[src/rtl/uart_rx.sv]
// UART receiver: synchronised rx line, mid-bit sampling from a baud divider,
// one-cycle valid pulse carrying data plus parity and framing status.
module uart_rx #(
  parameter int P_SYSTEM_CLK      = 50_000_000,
  parameter int P_UART_BUADRATE   = 9600,
  parameter int P_UART_DATA_WIDTH = 8,
  parameter int P_UART_STOP_WIDTH = 1,
  parameter int P_UART_CHECK      = 0
) (
  input  logic                         i_clk,
  input  logic                         i_rst,
  input  logic                         i_uart_rx,
  output logic [P_UART_DATA_WIDTH-1:0] o_user_rx_data,
  output logic                         o_user_rx_valid,
  output logic                         o_user_rx_check_err,
  output logic                         o_user_rx_frame_err
);

  localparam int W    = P_UART_DATA_WIDTH;
  localparam int DIV  = P_SYSTEM_CLK / P_UART_BUADRATE;
  localparam int HALF = DIV / 2;
  localparam int CW   = $clog2(DIV) + 1;

  localparam logic [CW-1:0] HALF_M1 = CW'(HALF - 1);
  localparam logic [CW-1:0] DIV_M1  = CW'(DIV - 1);
  localparam logic [3:0]    LAST_D  = 4'(W - 1);
  localparam logic [3:0]    LAST_S  = 4'(P_UART_STOP_WIDTH - 1);

  typedef enum logic [2:0] {
    IDLE,
    START,
    DATA,
    CHECK,
    STOP
  } state_t;

  state_t state, state_n;

  logic          s1, s2, s3;
  logic          fall;
  logic          tick;
  logic          done;
  logic [CW-1:0] cnt;
  logic [3:0]    bit_cnt;
  logic [W-1:0]  shreg;
  logic          par_bit;
  logic          ferr_acc;
  logic          ones_odd;

  assign fall = s3 & ~s2;
  assign tick = (state == START) ? (cnt == HALF_M1) : (cnt == DIV_M1);
  assign ones_odd = ^{shreg, par_bit};

  always_ff @(posedge i_clk or posedge i_rst) begin
    if (i_rst) begin
      s1 <= 1'b1;
      s2 <= 1'b1;
      s3 <= 1'b1;
    end else begin
      s1 <= i_uart_rx;
      s2 <= s1;
      s3 <= s2;
    end
  end

  always_ff @(posedge i_clk or posedge i_rst) begin
    if (i_rst) state <= IDLE;
    else       state <= state_n;
  end

  // valid cycle blocks re-arm so a new frame starts the cycle after it
  always_comb begin
    state_n = state;
    done    = 1'b0;
    unique case (state)
      IDLE:  if (fall && !o_user_rx_valid) state_n = START;
      START: if (tick) state_n = s2 ? IDLE : DATA;
      DATA: begin
        if (tick && bit_cnt == LAST_D)
          state_n = (P_UART_CHECK != 0) ? CHECK : STOP;
      end
      CHECK: if (tick) state_n = STOP;
      STOP: begin
        if (tick && bit_cnt == LAST_S) begin
          state_n = IDLE;
          done    = 1'b1;
        end
      end
      default: state_n = IDLE;
    endcase
  end

  always_ff @(posedge i_clk or posedge i_rst) begin
    if (i_rst) begin
      cnt      <= '0;
      bit_cnt  <= '0;
      shreg    <= '0;
      par_bit  <= 1'b0;
      ferr_acc <= 1'b0;
    end else begin
      if (state == IDLE || tick) cnt <= '0;
      else                       cnt <= cnt + 1'b1;

      if (state != state_n) bit_cnt <= '0;
      else if (tick)        bit_cnt <= bit_cnt + 1'b1;

      if (state == DATA && tick)
        shreg <= {s2, shreg[W-1:1]};

      if (state == IDLE)
        par_bit <= 1'b0;
      else if (state == CHECK && tick)
        par_bit <= s2;

      if (state == IDLE)
        ferr_acc <= 1'b0;
      else if (state == STOP && tick && !s2)
        ferr_acc <= 1'b1;
    end
  end

  always_ff @(posedge i_clk or posedge i_rst) begin
    if (i_rst) begin
      o_user_rx_data      <= '0;
      o_user_rx_valid     <= 1'b0;
      o_user_rx_check_err <= 1'b0;
      o_user_rx_frame_err <= 1'b0;
    end else begin
      o_user_rx_valid <= done;
      if (done) begin
        o_user_rx_data      <= shreg;
        o_user_rx_frame_err <= ferr_acc | ~s2;
        unique case (P_UART_CHECK)
          1:       o_user_rx_check_err <= ~ones_odd;
          2:       o_user_rx_check_err <= ones_odd;
          default: o_user_rx_check_err <= 1'b0;
        endcase
      end
    end
  end

endmodule

[config.mk]
export PLATFORM = sky130hd
export DESIGN_NAME = uart_rx
export DESIGN_NICKNAME = d
export VERILOG_FILES = /design/src/rtl/uart_rx.sv
export SDC_FILE = /design/constraint.sdc
export NUM_CORES = 1
export LEC_CHECK = 0
export BUFFER_PORTS_ARGS = -buffer_cell sky130_fd_sc_hd__buf_2
export CAP_MARGIN = 30
export CORE_MARGIN = 1
export CORE_UTILIZATION = 53
export CTS_CLUSTER_DIAMETER = 60
export DETAILED_ROUTE_END_ITERATION = 7
export PLACE_DENSITY = 0.74
export SYNTH_ARGS = -nofsm -noshare
export SYNTH_HDL_FRONTEND = slang
export SYNTH_SLANG_ARGS = --single-unit
[constraint.sdc]
create_clock -name i_clk -period 1.78 [get_ports i_clk]
set_input_delay 0.089 -clock i_clk [delete_from_list [all_inputs] [get_ports i_clk]]
set_output_delay 0.089 -clock i_clk [all_outputs]
set_load 0.01 [all_outputs]
# Word-level counts from Yosys, hierarchy flattened
# Index checks and enable logic that the tools add are counted.
# classes
add_sub_neg,2
n_eq_ne,8
n_mux,15
bitwise_logic,3
n_reduce_logical,13
# op_table
cell,n
$mux W3,5
$pmux W3 S5,1
$add A14 B1 Y14 const B,1
$eq A14 B12 Y1 const B,1
$eq A14 B13 Y1 const B,1
$mux W14,1
$mux W4,2
$eq A3 B2 Y1 const B,2
$logic_and A1 B1 Y1,6
$mux W1,5
$add A4 B1 Y4 const B,1
$eq A4 B3 Y1 const B,1
$logic_not A4 Y1,1
$reduce_bool A2 Y1,2
$eq A3 B1 Y1 const B,1
$eq A3 B3 Y1 const B,1
$logic_not A3 Y1,1
$ne A3 B3 Y1,1
$logic_not A1 Y1,2
$mux W2,1
$and A1 B1 Y1,1
$logic_or A1 B1 Y1,1
$not A1 Y1,1
$or A1 B1 Y1,1
# word_totals
register_bits,43
out_inout_bits,11

# Depth between registers and ports, before layout
# logic_depth
depth_word,7
mapped_depth,8
ltp_nobuf,6

# Least setup slack after synthesis
# Ideal clock, no wire load.
# synth_path
path_type,register to register
start,reg cnt[0]
end,reg o_user_rx_data[0]
setup_time_ps,125
arrival_time_ps,1846
required_ps,1655
setup_slack_ps,-191
path_stages_with_launch,7
cell_sequence,dfrtp_1 > ha_1 > nor4b_2 > o21a_2 > and2b_1 > buf_6 > mux2_2
# synth_via
elab_chain_len,5
# synth_lines
item,line,rtl
start: declaration,43,logic [CW-1:0] cnt;
start signal: assignment,102,else cnt <= cnt + 1'b1;
$eq A14 B13 Y1 or $eq A14 B12 Y1 (tied branches),51,assign tick = (state == START) ? (cnt == HALF_M1) : (cnt == DIV_M1);
$mux W1 (*),51,
$logic_and A1 B1 Y1 (*),84,if (tick && bit_cnt == LAST_S) begin
$mux W1 (*),84,
$mux W1 (*),75,unique case (state)
end signal: assignment,131,o_user_rx_data <= shreg;
end: declaration,13,"output logic [P_UART_DATA_WIDTH-1:0] o_user_rx_data,"
# Mark *: on every way between the ends. The rest lies on a longest branch, timed or not.
# A chain may end at the register's enable or synchronous reset.

# Final worst setup path
# layout_path
start,reg cnt[9]
end,reg shreg[4]
# layout_via
elab_chain_len,3
# layout_lines
item,line,rtl
$eq A14 B13 Y1 or $eq A14 B12 Y1 (tied branches),51,
$mux W1 (*),51,
$logic_and A1 B1 Y1 (*),107,if (state == DATA && tick)
end signal: assignment,108,"shreg <= {s2, shreg[W-1:1]};"
end: declaration,45,logic [W-1:0] shreg;
# Marks and branches as above.

==> impl_metrics.ini <==
[outcome]
status = complete, but fails checks
violations = negative setup slack

[placed_design]
postPlaceCellArea_um2 = 2340
portBuffers = 12
placedCellCount = 252
dp_hpwl_um = 2910
preCtsSetupSlack_ns = -0.152
gp_congestion = 0.887

[clock_tree]
cts.htree.levels = 2
numClockSinks = 43
clockBufferDepth = 2
cts_made_buffers = 5
cts-root-buf = clkbuf_8
clock_latency_ns = 0.30
clk_pin_slew_ns = 0.09
cts_tree = yes

[job]
maxCapViolCount = 0

[worst_hold_path]
whs_path_depth = 0
min_to = s2$_DFF_PP1_
hp-start = s1$_DFF_PP1_
hold_class = register to register

[pwr]
total_power_w = 0.00214
powerDensity_nw_per_um2 = 820
p_leak_nw = 1.27
ir_worst_vdd_v = 0.000710

[timing]
setup_ws_ns = -0.146
rsz0062_at_grt = true
min_period_over_period_pct = 108
setup-tns-final_ns = -2.10
min_period_ns = 1.93
max_freq_ghz = 0.519
setup_viol = 25
fin_worst_skew_ns = 0.00564
slew_violations = 0
worstMarginPinSlew_ns = 0.527
relSlewSlack_pct = 64.9
finalHoldViolCount = 0

[synth]
yosys_warnings = 0
synth_area_um2 = 2000
ys_seq_elements = 43
syn-num-nets = 175
yosys.area.top_type_share_pct = 50.2
synth_flop_cell = dfrtp_1
yosysUniqueCellTypes = 44
synth_top_cell_by_area = dfrtp_1
ys_seq_area_share_pct = 54.1
syn_inst = 169
synthArstFlopShare_pct = 100
syn_avg_cell_area_um2 = 11.8
netlist_top_cells_area = dfrtp_1 50%, mux2_2 9.6%, xor2_1 4.8%
synth_edf_count = 0

[grt]
grt_pass1_wl_um = 7280
grt_max_degree = 44
grt_pass1_vias = 1543
antenna_found_initial = 0
overflow = 0
grt.total_usage_pct = 23.8

[die]
die_h_um = 63.4
rows = 21
ios = 14
die_area_um2 = 4010
coreArea_um2 = 3470
die-width_um = 63.4
initial_utilization_pct = 57.5

[finish]
antennaDiodeCount = 0
fin_cells = 268
final_cell_area_um2 = 2610
syn_to_final_growth_pct = 30.6
nNetsFinal = 227
n_fill_cell = 238
drive_gt1_share_pct = 41.4

[critical_path]
cp.arrival_ns = 2.12
crit_required_ns = 1.97
worst-path-max-fanout = 8
crit_chain = nand3b_1, nor4_4, nand4b_1, nor2_4, buf_12, mux2_4
r2r-start = cnt[9]$_DFF_PP0_
critPathKind = register to register
worstSetupStartpointType = register
crit_path_end_kind = register
cpMaxStageDelayCell = dfrtp_1
rr_worst_depth = 6
reg2reg_to = shreg[4]$_DFFE_PP0P_
max_stage_delay_ns = 0.38
reg2reg_slack_ns = -0.15

[routing]
vias_per_cell = 5.51
drc = 0
wl_per_cell_um = 16.3
first_pass_iters = 4
drt.antenna.violating_nets = 0
drt_wl_total_um = 4360
vias = 1476
drt_iter0_markers = 42
## worst max-delay path, delay by kind of cell, from the launching register on
| family | cells | cell delay [ns] |
|---|---|---|
| multiplexers | 1 | 0.30 |
| AND/OR/NAND/NOR | 4 | 0.99 |
| flip-flops | 1 | 0.38 |
| buffers and inverters | 1 | 0.15 |
## worst max path at each step
stage / start / to / slack (ns) / cells after the start
2_1_floorplan: cnt[5]$_DFF_PP0_ / o_user_rx_data[0]$_DFFE_PP0P_ / -0.13 / 6
3_3_place_gp: cnt[5]$_DFF_PP0_ / shreg[5]$_DFFE_PP0P_ / -0.10 / 5
3_5_place_dp: cnt[3]$_DFF_PP0_ / shreg[4]$_DFFE_PP0P_ / -0.15 / 5
4_1_cts: cnt[12]$_DFF_PP0_ / o_user_rx_data[1]$_DFFE_PP0P_ / -0.1 / 6
5_1_grt: cnt[10]$_DFF_PP0_ / o_user_rx_data[7]$_DFFE_PP0P_ / -0.21 / 6
6_report: cnt[9]$_DFF_PP0_ / shreg[4]$_DFFE_PP0P_ / -0.15 / 6
## cell families after synthesis
| kind of cell | count (synthesis) | synth area share (%) |
|---|---|---|
| adders and majority gates | 3 | 1.88 |
| AOI/OAI and AO/OA | 14 | 4.76 |
| muxes | 18 | 10.1 |
| other | 1 | 0.188 |
| buffers and inverters | 11 | 3.13 |
| DFF | 43 | 54.1 |
| and+or+nand+nor | 65 | 19.7 |
| xor gates and xnor gates | 14 | 6.14 |
## cell usage after synthesis (2+ instances only)
master	instances
ha_1	3
nor2_1	22
inv_1	6
xnor2_1	3
and3_1	4
dfrtp_1	40
nand2_1	6
nand3_1	9
o21bai_1	2
nand4b_1	2
and4_1	2
mux2_2	17
nand2b_1	3
dfstp_2	3
xor2_1	11
buf_6	2
o21ai_0	3
o211ai_1	2
buf_2	2
a31oi_1	3
## flip-flops by register name (all words and copies together) (netlist names)
register             flops
bit_cnt                  4
cnt                     14
ferr_acc                 1
o_user_rx_data           8
o_user_rx_frame_err      1
o_user_rx_valid          1
s1                       1
s2                       1
s3                       1
shreg                    8
state                    3
## metrics by stage
stage | hold WS, ns | utilization (%)
after floorplan | 0.0935 | -
after global placement | 0.194 | 67.4
after detailed placement | 0.195 | 67.4
after CTS | 0.361 | 72.7
after global routing | 0.363 | 75.1
final | 0.361 | 75.1
## per-layer routing
| layer | part of all wire (%) | global-route usage [%] | vias to the layer above |
|---|---|---|---|
| met4 | 2.0 | 9.38 | 0 |
| li1 | - | - | 689 |
| met1 | 43 | 30.6 | 743 |
| met2 | 52 | 39.0 | 34 |
| met3 | 3.3 | 5.25 | 10 |
| met5 | 0 | 0 | - |
## report_power, final
group | internal [W] | total (W) | switching (W)
clock network | 0.000280 | 0.000631 | 0.000351
logic | 0.000209 | 0.000427 | 0.000218
registers | 0.00104 | 0.00108 | 0.0000391
## final cells by class
type                       instances  area [µm²]  area share (%)
tap                               46        57.6            2.21
clock buffer                       5        68.8            2.64
clock inverter                     3        23.8           0.912
timing repair buffer              50         379            14.5
inverter                           6        22.5           0.864
sequential                        43        1080            41.5
multi-input combinational        115         973            37.3
## layout by cell type (no fill, tap or decap), drive strengths merged, types with 2 or more instances in the layout
cell / count
mux2: 17
nand4b: 2
and3: 4
clkinvlp: 2
a31oi: 3
dfrtp: 40
nand2: 6
nand2b: 3
o211ai: 2
nor2: 23
dlygate4sd3: 2
nor3b: 2
buf: 48
and4: 2
inv: 7
nor4: 2
dfstp: 3
o21bai: 2
clkbuf: 5
xor2: 11
ha: 3
o21ai: 3
xnor2: 3
nand3: 9
## what timing repair did
| item | in CTS | in global routing |
|---|---|---|
| endpoints found under the setup margin | 32 | 37 |
| gates cloned | 0 | 0 |
| endpoints found under the hold margin | 41 | 0 |
| setup buffers | 4 | 3 |
| hold buffers | 2 | 0 |
| pin swaps | 5 | 15 |
| resized for setup | 8 | 12 |
No activity file was read; power rests on OpenSTA's default activity.
